--- src/rtl/pwm_multi.sv ---
// Multi-channel PWM generator sharing one prescaled period counter (edge/center aligned).
// Latency: sout is registered one clk after cnt; period_start is one clk after the boundary tick.
// Backpressure: none. Duty writes are always accepted and staged in shadow registers until a period boundary.
module pwm_multi #(
  parameter int CHANNELS   = 4,
  parameter int WIDTH      = 8,
  parameter int PRESCALE_W = 8,
  localparam int CH_W      = (CHANNELS > 1) ? $clog2(CHANNELS) : 1
) (
  input  logic                  clk,
  input  logic                  rst,
  input  logic                  en,
  input  logic                  center,
  input  logic [PRESCALE_W-1:0] prescale,
  input  logic [WIDTH-1:0]      period,
  input  logic                  wr_en,
  input  logic [CH_W-1:0]       wr_ch,
  input  logic [WIDTH-1:0]      wr_duty,
  output logic [CHANNELS-1:0]   sout,
  output logic                  period_start
);

  logic [PRESCALE_W-1:0] pre_cnt_q, pre_cnt_d;
  logic [WIDTH-1:0]      cnt_q, cnt_d;
  logic                  dir_q, dir_d;      // 0 = counting up, 1 = counting down
  logic [WIDTH-1:0]      shadow_q [CHANNELS];
  logic [WIDTH-1:0]      active_q [CHANNELS];
  logic [CHANNELS-1:0]   sout_q;
  logic                  period_start_q;
  logic                  tick;
  logic                  boundary;
  logic                  wr_ok;

  // Prescaler tick; >= lets a lowered prescale wrap on the very next clk.
  assign tick = en && (pre_cnt_q >= prescale);

  // Every period ends with cnt returning to 0 (P=0 keeps it at 0, so every tick qualifies).
  assign boundary = tick && (cnt_d == '0);

  // Out-of-range channel indices are dropped rather than aliased.
  assign wr_ok = wr_en && ({1'b0, wr_ch} < (CH_W + 1)'(CHANNELS));

  // Next-state for prescaler, period counter and direction.
  always_comb begin
    pre_cnt_d = pre_cnt_q;
    cnt_d     = cnt_q;
    dir_d     = dir_q;
    if (!en) begin
      pre_cnt_d = '0;
      cnt_d     = '0;
      dir_d     = 1'b0;
    end else begin
      pre_cnt_d = tick ? '0 : pre_cnt_q + 1'b1;
      if (!center) begin
        dir_d = 1'b0;
      end
      if (tick) begin
        if (!center) begin
          cnt_d = (cnt_q >= period) ? '0 : cnt_q + 1'b1;
        end else if (period == '0) begin
          cnt_d = '0;
          dir_d = 1'b0;
        end else if (!dir_q) begin
          if (cnt_q >= period) begin
            // With P=1 the down leg is empty: go straight back to 0 counting up.
            if (period == WIDTH'(1)) begin
              cnt_d = '0;
              dir_d = 1'b0;
            end else begin
              cnt_d = period - 1'b1;
              dir_d = 1'b1;
            end
          end else begin
            cnt_d = cnt_q + 1'b1;
          end
        end else begin
          if (cnt_q <= WIDTH'(1)) begin
            cnt_d = '0;
            dir_d = 1'b0;
          end else begin
            cnt_d = cnt_q - 1'b1;
          end
        end
      end
    end
  end

  // Counter state registers.
  always_ff @(posedge clk or posedge rst) begin
    if (rst) begin
      pre_cnt_q <= '0;
      cnt_q     <= '0;
      dir_q     <= 1'b0;
    end else begin
      pre_cnt_q <= pre_cnt_d;
      cnt_q     <= cnt_d;
      dir_q     <= dir_d;
    end
  end

  // Duty double-buffer: shadow takes writes; active reloads from pre-write shadow at a boundary,
  // and follows shadow continuously while disabled.
  always_ff @(posedge clk or posedge rst) begin
    if (rst) begin
      for (int i = 0; i < CHANNELS; i++) begin
        shadow_q[i] <= '0;
        active_q[i] <= '0;
      end
    end else begin
      for (int i = 0; i < CHANNELS; i++) begin
        if (!en || boundary) begin
          active_q[i] <= shadow_q[i];
        end
      end
      if (wr_ok) begin
        shadow_q[wr_ch] <= wr_duty;
      end
    end
  end

  // Registered compare outputs and the one-clk period-start strobe.
  always_ff @(posedge clk or posedge rst) begin
    if (rst) begin
      sout_q         <= '0;
      period_start_q <= 1'b0;
    end else begin
      for (int i = 0; i < CHANNELS; i++) begin
        sout_q[i] <= en & (cnt_q < active_q[i]);
      end
      period_start_q <= boundary;
    end
  end

  assign sout         = sout_q;
  assign period_start = period_start_q;

endmodule

--- config.mk ---
export PLATFORM = sky130hd
export DESIGN_NAME = pwm_multi
export DESIGN_NICKNAME = d
export VERILOG_FILES = /design/src/rtl/pwm_multi.sv
export SDC_FILE = /design/constraint.sdc
export NUM_CORES = 1
export LEC_CHECK = 0
export ABC_AREA = 1
export ABC_CLOCK_PERIOD_IN_PS = 2600
export BUFFER_PORTS_ARGS = -buffer_cell sky130_fd_sc_hd__buf_4
export CORE_ASPECT_RATIO = 1.75
export CORE_MARGIN = 3
export CORE_UTILIZATION = 55
export CTS_CLUSTER_SIZE = 24
export DETAILED_ROUTE_END_ITERATION = 6
export PLACE_DENSITY = 0.76
export SETUP_SLACK_MARGIN = 0.2
export SLEW_MARGIN = 20
export SYNTH_ARGS = -nofsm -noshare
export SYNTH_HDL_FRONTEND = slang
export SYNTH_SLANG_ARGS = --single-unit
--- constraint.sdc ---
create_clock -name clk -period 2.6 [get_ports clk]
set_input_delay 0.39 -clock clk [delete_from_list [all_inputs] [get_ports clk]]
set_output_delay 0.39 -clock clk [all_outputs]
set_load 0.05 [all_outputs]
Word level (Yosys, flattened, before mapping)
Cells that the tools add are included.

cells by class
  $add $sub $neg = 4
  order comparisons = 9
  equality and inequality tests = 1
  mux-type cells = 23
  bitwise gates (word level) = 5
  reduce and logical (&&, ||, !) cells = 7

operator list
  cell                 number
  $mux 8               12
  $bwmux 32            1
  $lt 8x8->1           4
  $add 8x1->8 const B  2
  $demux 8 s2          1
  $ge 8x8->1           2
  $logic_not 8->1      2
  $sub 8x1->8 const B  2
  $mux 1               9
  $eq 8x1->1 const B   1
  $le 8x1->1 const B   1
  $and 1x1->1          4
  $ge 3x3->1 const B   1
  $logic_and 1x1->1    3
  $lt 3x1->1 const B   1
  $not 2->3            1
  $logic_not 1->1      1
  $logic_or 1x1->1     1

word-level totals
  bits in registers = 86
  input port bits = 31
  output and inout port bits = 5
  logic and storage cells = 62

Logic depth before layout (Yosys ltp)
  depth after elaboration = 11
  gate-level depth with buffers = 23
  mapped depth without buffers = 21

Worst setup path before layout
Ideal clock, no wire load.

  kind = reg-to-reg
  start = register cnt_q[7]
  end = register active_q[14] (netlist name)
  library setup time = 0.118 ns
  arrival time = 2.261 ns
  data required time = 2.482 ns
  path slack = 0.221 ns
  stages on the path, launching flop included = 17
  path buffers = 2
  clock period less this slack = 2.379 ns
  cells stage by stage = dfrtp_1 -> ha_1 -> a21o_1 -> nor2_8 -> nand3_4 -> buf_6 -> nand2_1 -> nand3_1 -> nand2_1 -> nand2_1 -> nor2_2 -> nand3_1 -> nor2_2 -> nand2_4 -> buf_2 -> nand3_1 -> nand2_1

between the ends
  word-level cells in the longest chain between the ends = 10
  elaborated cells between the ends (all ways) = 15
  classes of those cells = add/sub (2); order compare (2); mux (8); reduce/logical (3)

RTL lines
  element                                    line    text
  start, declared                            24      logic [WIDTH-1:0] cnt_q, cnt_d;
  start signal, assigned                     96      cnt_q <= cnt_d;
  $add 8x1->8, or another cell as far along  59, 74
  $mux 8, on equally long branches           64, 77
  $mux 8                                     63      end else if (!dir_q) begin
  $mux 8                                     60      end else if (period == '0) begin
  $mux 8                                     58      if (!center) begin
  $mux 8 (*)                                 57      if (tick) begin
  $mux 8 (*)                                 48      if (!en) begin
  $logic_not 8->1 (*)                        38      assign boundary = tick && (cnt_d == '0);
  $logic_and 1x1->1 (*)                      38
  $logic_or 1x1->1 (*)                       111     if (!en || boundary) begin
  end signal, assigned by index              112     active_q[i] <= shadow_q[i];
  end, declared                              27      logic [WIDTH-1:0] active_q [CHANNELS];

Mark *: on every way between the ends. The rest lies on a longest branch, timed or not.
A chain may end at the register's enable or synchronous reset.

Worst setup path in the final report
  start = register cnt_q[0]
  end = register active_q[9] (netlist name)

between the ends
  word-level cells in the longest chain between the ends = 10
  elaborated cells between the ends (all ways) = 15
  classes of those cells = add/sub (2); order compare (2); mux (8); reduce/logical (3)

RTL lines
  element                                    line
  $add 8x1->8, or another cell as far along  59, 74
  $mux 8, on equally long branches           64, 77
  $mux 8                                     63
  $mux 8                                     60
  $mux 8                                     58
  $mux 8 (*)                                 57
  $mux 8 (*)                                 48
  via cnt_d[0]                               24
  $logic_not 8->1 (*)                        38
  $logic_and 1x1->1 (*)                      38
  $logic_or 1x1->1 (*)                       111

Mark *: on every way through the listed nets, which the timed path passes. The rest lies on a longest branch.

==> results.toml <==
[sta]
final.setup_skew_ns = 0.008716
worst_pin_slew_ns = 0.5111
rsz0062_at_grt = "yes"
period_minus_slack_ns = 2.538
setup_viol = 0
slew_violations = 0
final.setup.tns_ns = 0
hold_viol = 0
fmax_mhz = 394.1
relSlewSlack = 0.6583
post-route-period-util = 0.9760

[clock_tree]
cts_sinks = 86
cts_buffers = 9
path_clk_slew_ns = 0.07
clockBufferDepth = 2
cts_root_buffer = "clkbuf_16"
htreeDepth = 3
cts_tree = "yes"
clk_latency_ns = 0.34

[synthesis]
synth_edf_count = 0
postSynthAreaPerCell_um2 = 7.855
synthTopCellsByArea = "dfrtp_1 (39%), nand2_1 (12%), ha_1 (11%)"
ys_seq_area_frac = 0.3931
synth_top_area_share = 0.3931
yosysUniqueCellTypes = 37
synth_cells = 697
synth-seq-cells = 86
netlist_area_um2 = 5475
synth_nets = 778
yosys_warnings = 0
synth_top_cell_by_area = "dfrtp_1"
async_flop_share = 1.000
synth_flop_cell = "dfrtp_1"

[worst_setup_path]
crit_fanout = 8
rrSetupSlack_ns = 0.06
worstSetupStartpointType = "flip-flop"
arrival_ns = 2.76
worst_ep_required_time_ns = 2.83
crit_type = "reg -> reg"
crit_path_end_kind = "flip-flop"
crit_slowest_cell = "dfrtp_1"
path_cells = "inv_2, ha_4, inv_2, nand2_2, nand2_1, nand2_1, nand2_1, nand2_2, nand3_4, buf_6, buf_6, nor3_2, nor2_1, a21oi_2, nor2_4, nand2_4, buf_12, nand2_4, nand2_2, nand2_1"
r2r_cells = 20
critPathMostFrequentCell = "nand2_1"
max_stage_delay_ns = 0.39

[power_and_ir_drop]
peakVddDrop_mv = 0.5645
p_leak_nw = 3.682
p_per_area_nw_per_um2 = 546.7

[finish]
final_common_cell = "nand2_1"
final_area_um2 = 6837
nNetsFinal = 865
drive_above_1_share = 0.2611
final_cell_mix = "nand2_1 (148), inv_1 (89), dfrtp_1 (85)"
diodes = 0
syn2layout_area_growth_pct = 24.86

[placement]
dpl-instance-area_um2 = 6005
hpwl_um = 10140
gp_congestion = 0.9230
io_buffers = 35

[status]
status = "finished clean"

[detailed_routing]
route.detailed.drc = 0
drt-pass1-iter-count = 5
vias = 5094
wl_per_cell_um = 16.17
routed_via_density = 5.592
wirelength_um = 14730
drt-initial-drc-count = 256
postRouteAntennaNets = 0

[global_route]
first_global_vias = 5010
grt-ovfl-total = 0
grt_max_degree = 48
grt_pass1_wl_um = 22890
grt_usage = 0.2683
busiest_layer = "met2"
met2_usage = 0.5018
use_met1 = 0.2627
antenna_found_initial = 0
met3_usage = 0.03771

[worst_hold_path]
hold_path_class = "in -> async"

[floorplan]
dieWidth_um = 81.42
io_pins = 36
start_util = 0.5712
num_rows = 47
die_h_um = 138.0
die-area_um2 = 11240
core-area_um2 = 9585

[run]
maxCapViolCount = 0
[metrics by stage]
step	total power, mW	utilization	setup WS, ns	hold slack (ns)	instances
after floorplan	2.085	-	0.2212	0.4422	697
after detailed placement	2.286	0.6264	-0.06278	0.3693	866
after global routing	3.918	0.7132	-0.08448	0.02231	911
after global placement	2.251	0.6264	-0.004735	0.3665	866
final	3.737	0.7132	0.06234	0.002831	911
after CTS	3.715	0.6943	0.1138	0.003914	901
[repair_timing]
action,4_1_cts,5_1_grt
gates resized for setup,37,31
endpoints found under the setup margin,33,33
gates cloned,4,1
pin swaps,20,20
endpoints found under the hold margin,0,0
setup buffers,15,9
hold buffers,0,0
[cell usage after synthesis, types with 7 or more instances]
library cell,n
nand2_1,168
inv_1,97
dfrtp_1,86
nand3_1,65
o21ai_0,51
ha_1,50
nor2_1,38
nand2_2,32
a21oi_1,27
nand4_1,13
nor3_1,7
[power breakdown]
part           internal, mW  switching (mW)  total (mW)
logic                 0.289           0.423       0.712
clock network         0.849           0.545        1.39
registers              1.51           0.118        1.63
total                  2.65            1.09        3.74
[path summary, 6_finish.rpt]
path                                          start                        to
max                              cnt_q[0]$_DFF_PP0_   active_q[9]$_DFFE_PP0P_
max reg2reg                      cnt_q[0]$_DFF_PP0_   active_q[9]$_DFFE_PP0P_
min                                             rst  shadow_q[14]$_DFFE_PP0P_
min in group clk                                 en    pre_cnt_q[1]$_DFF_PP0_
min reg2reg                shadow_q[23]$_DFFE_PP0P_  active_q[23]$_DFFE_PP0P_
max in group asynchronous                       rst        cnt_q[1]$_DFF_PP0_
[metal layers]
metal / wire, µm / vias up / part of all wire
li1: - / 2435 / -
met1: 5142 / 2411 / 0.35
met2: 8105 / 177 / 0.55
met3: 473 / 71 / 0.032
met4: 1009 / 0 / 0.068
met5: 0 / - / 0
[state kept, by name, summed over array words and instances (netlist names)]
name	flops
active_q	32
cnt_q	8
dir_q	1
period_start	1
pre_cnt_q	8
shadow_q	32
sout	4
[area by class of cell]
type | count | area [µm²]
timing repair buffer | 89 | 740.7
sequential | 86 | 2153
inverter | 100 | 384.1
multi-input combinational | 498 | 3083
clock buffer | 10 | 229.0
fill | 741 | 2749
clock inverter | 6 | 93.84
tap | 122 | 152.6
[cells by family (layout without fill, tap and decap cells)]
| group | after synthesis | count (layout) | synth area share |
|---|---|---|---|
| AOI/OAI and AO/OA | 95 | 95 | 0.09415 |
| xor gates and xnor gates | 7 | 7 | 0.01120 |
| adders and majority gates | 50 | 50 | 0.1143 |
| buffers and inverters | 117 | 205 | 0.09278 |
| DFF | 86 | 86 | 0.3931 |
| and+or+nand+nor | 342 | 346 | 0.2946 |
[critical path: cells and delay by family (launching register included)]
kind,cells,cell delay (ns)
buf+inv,5,0.57
fa+ha+maj,1,0.16
simple gates,13,1.04
flops,1,0.39
compound gates,1,0.24
No activity file was read; power rests on OpenSTA's default activity.
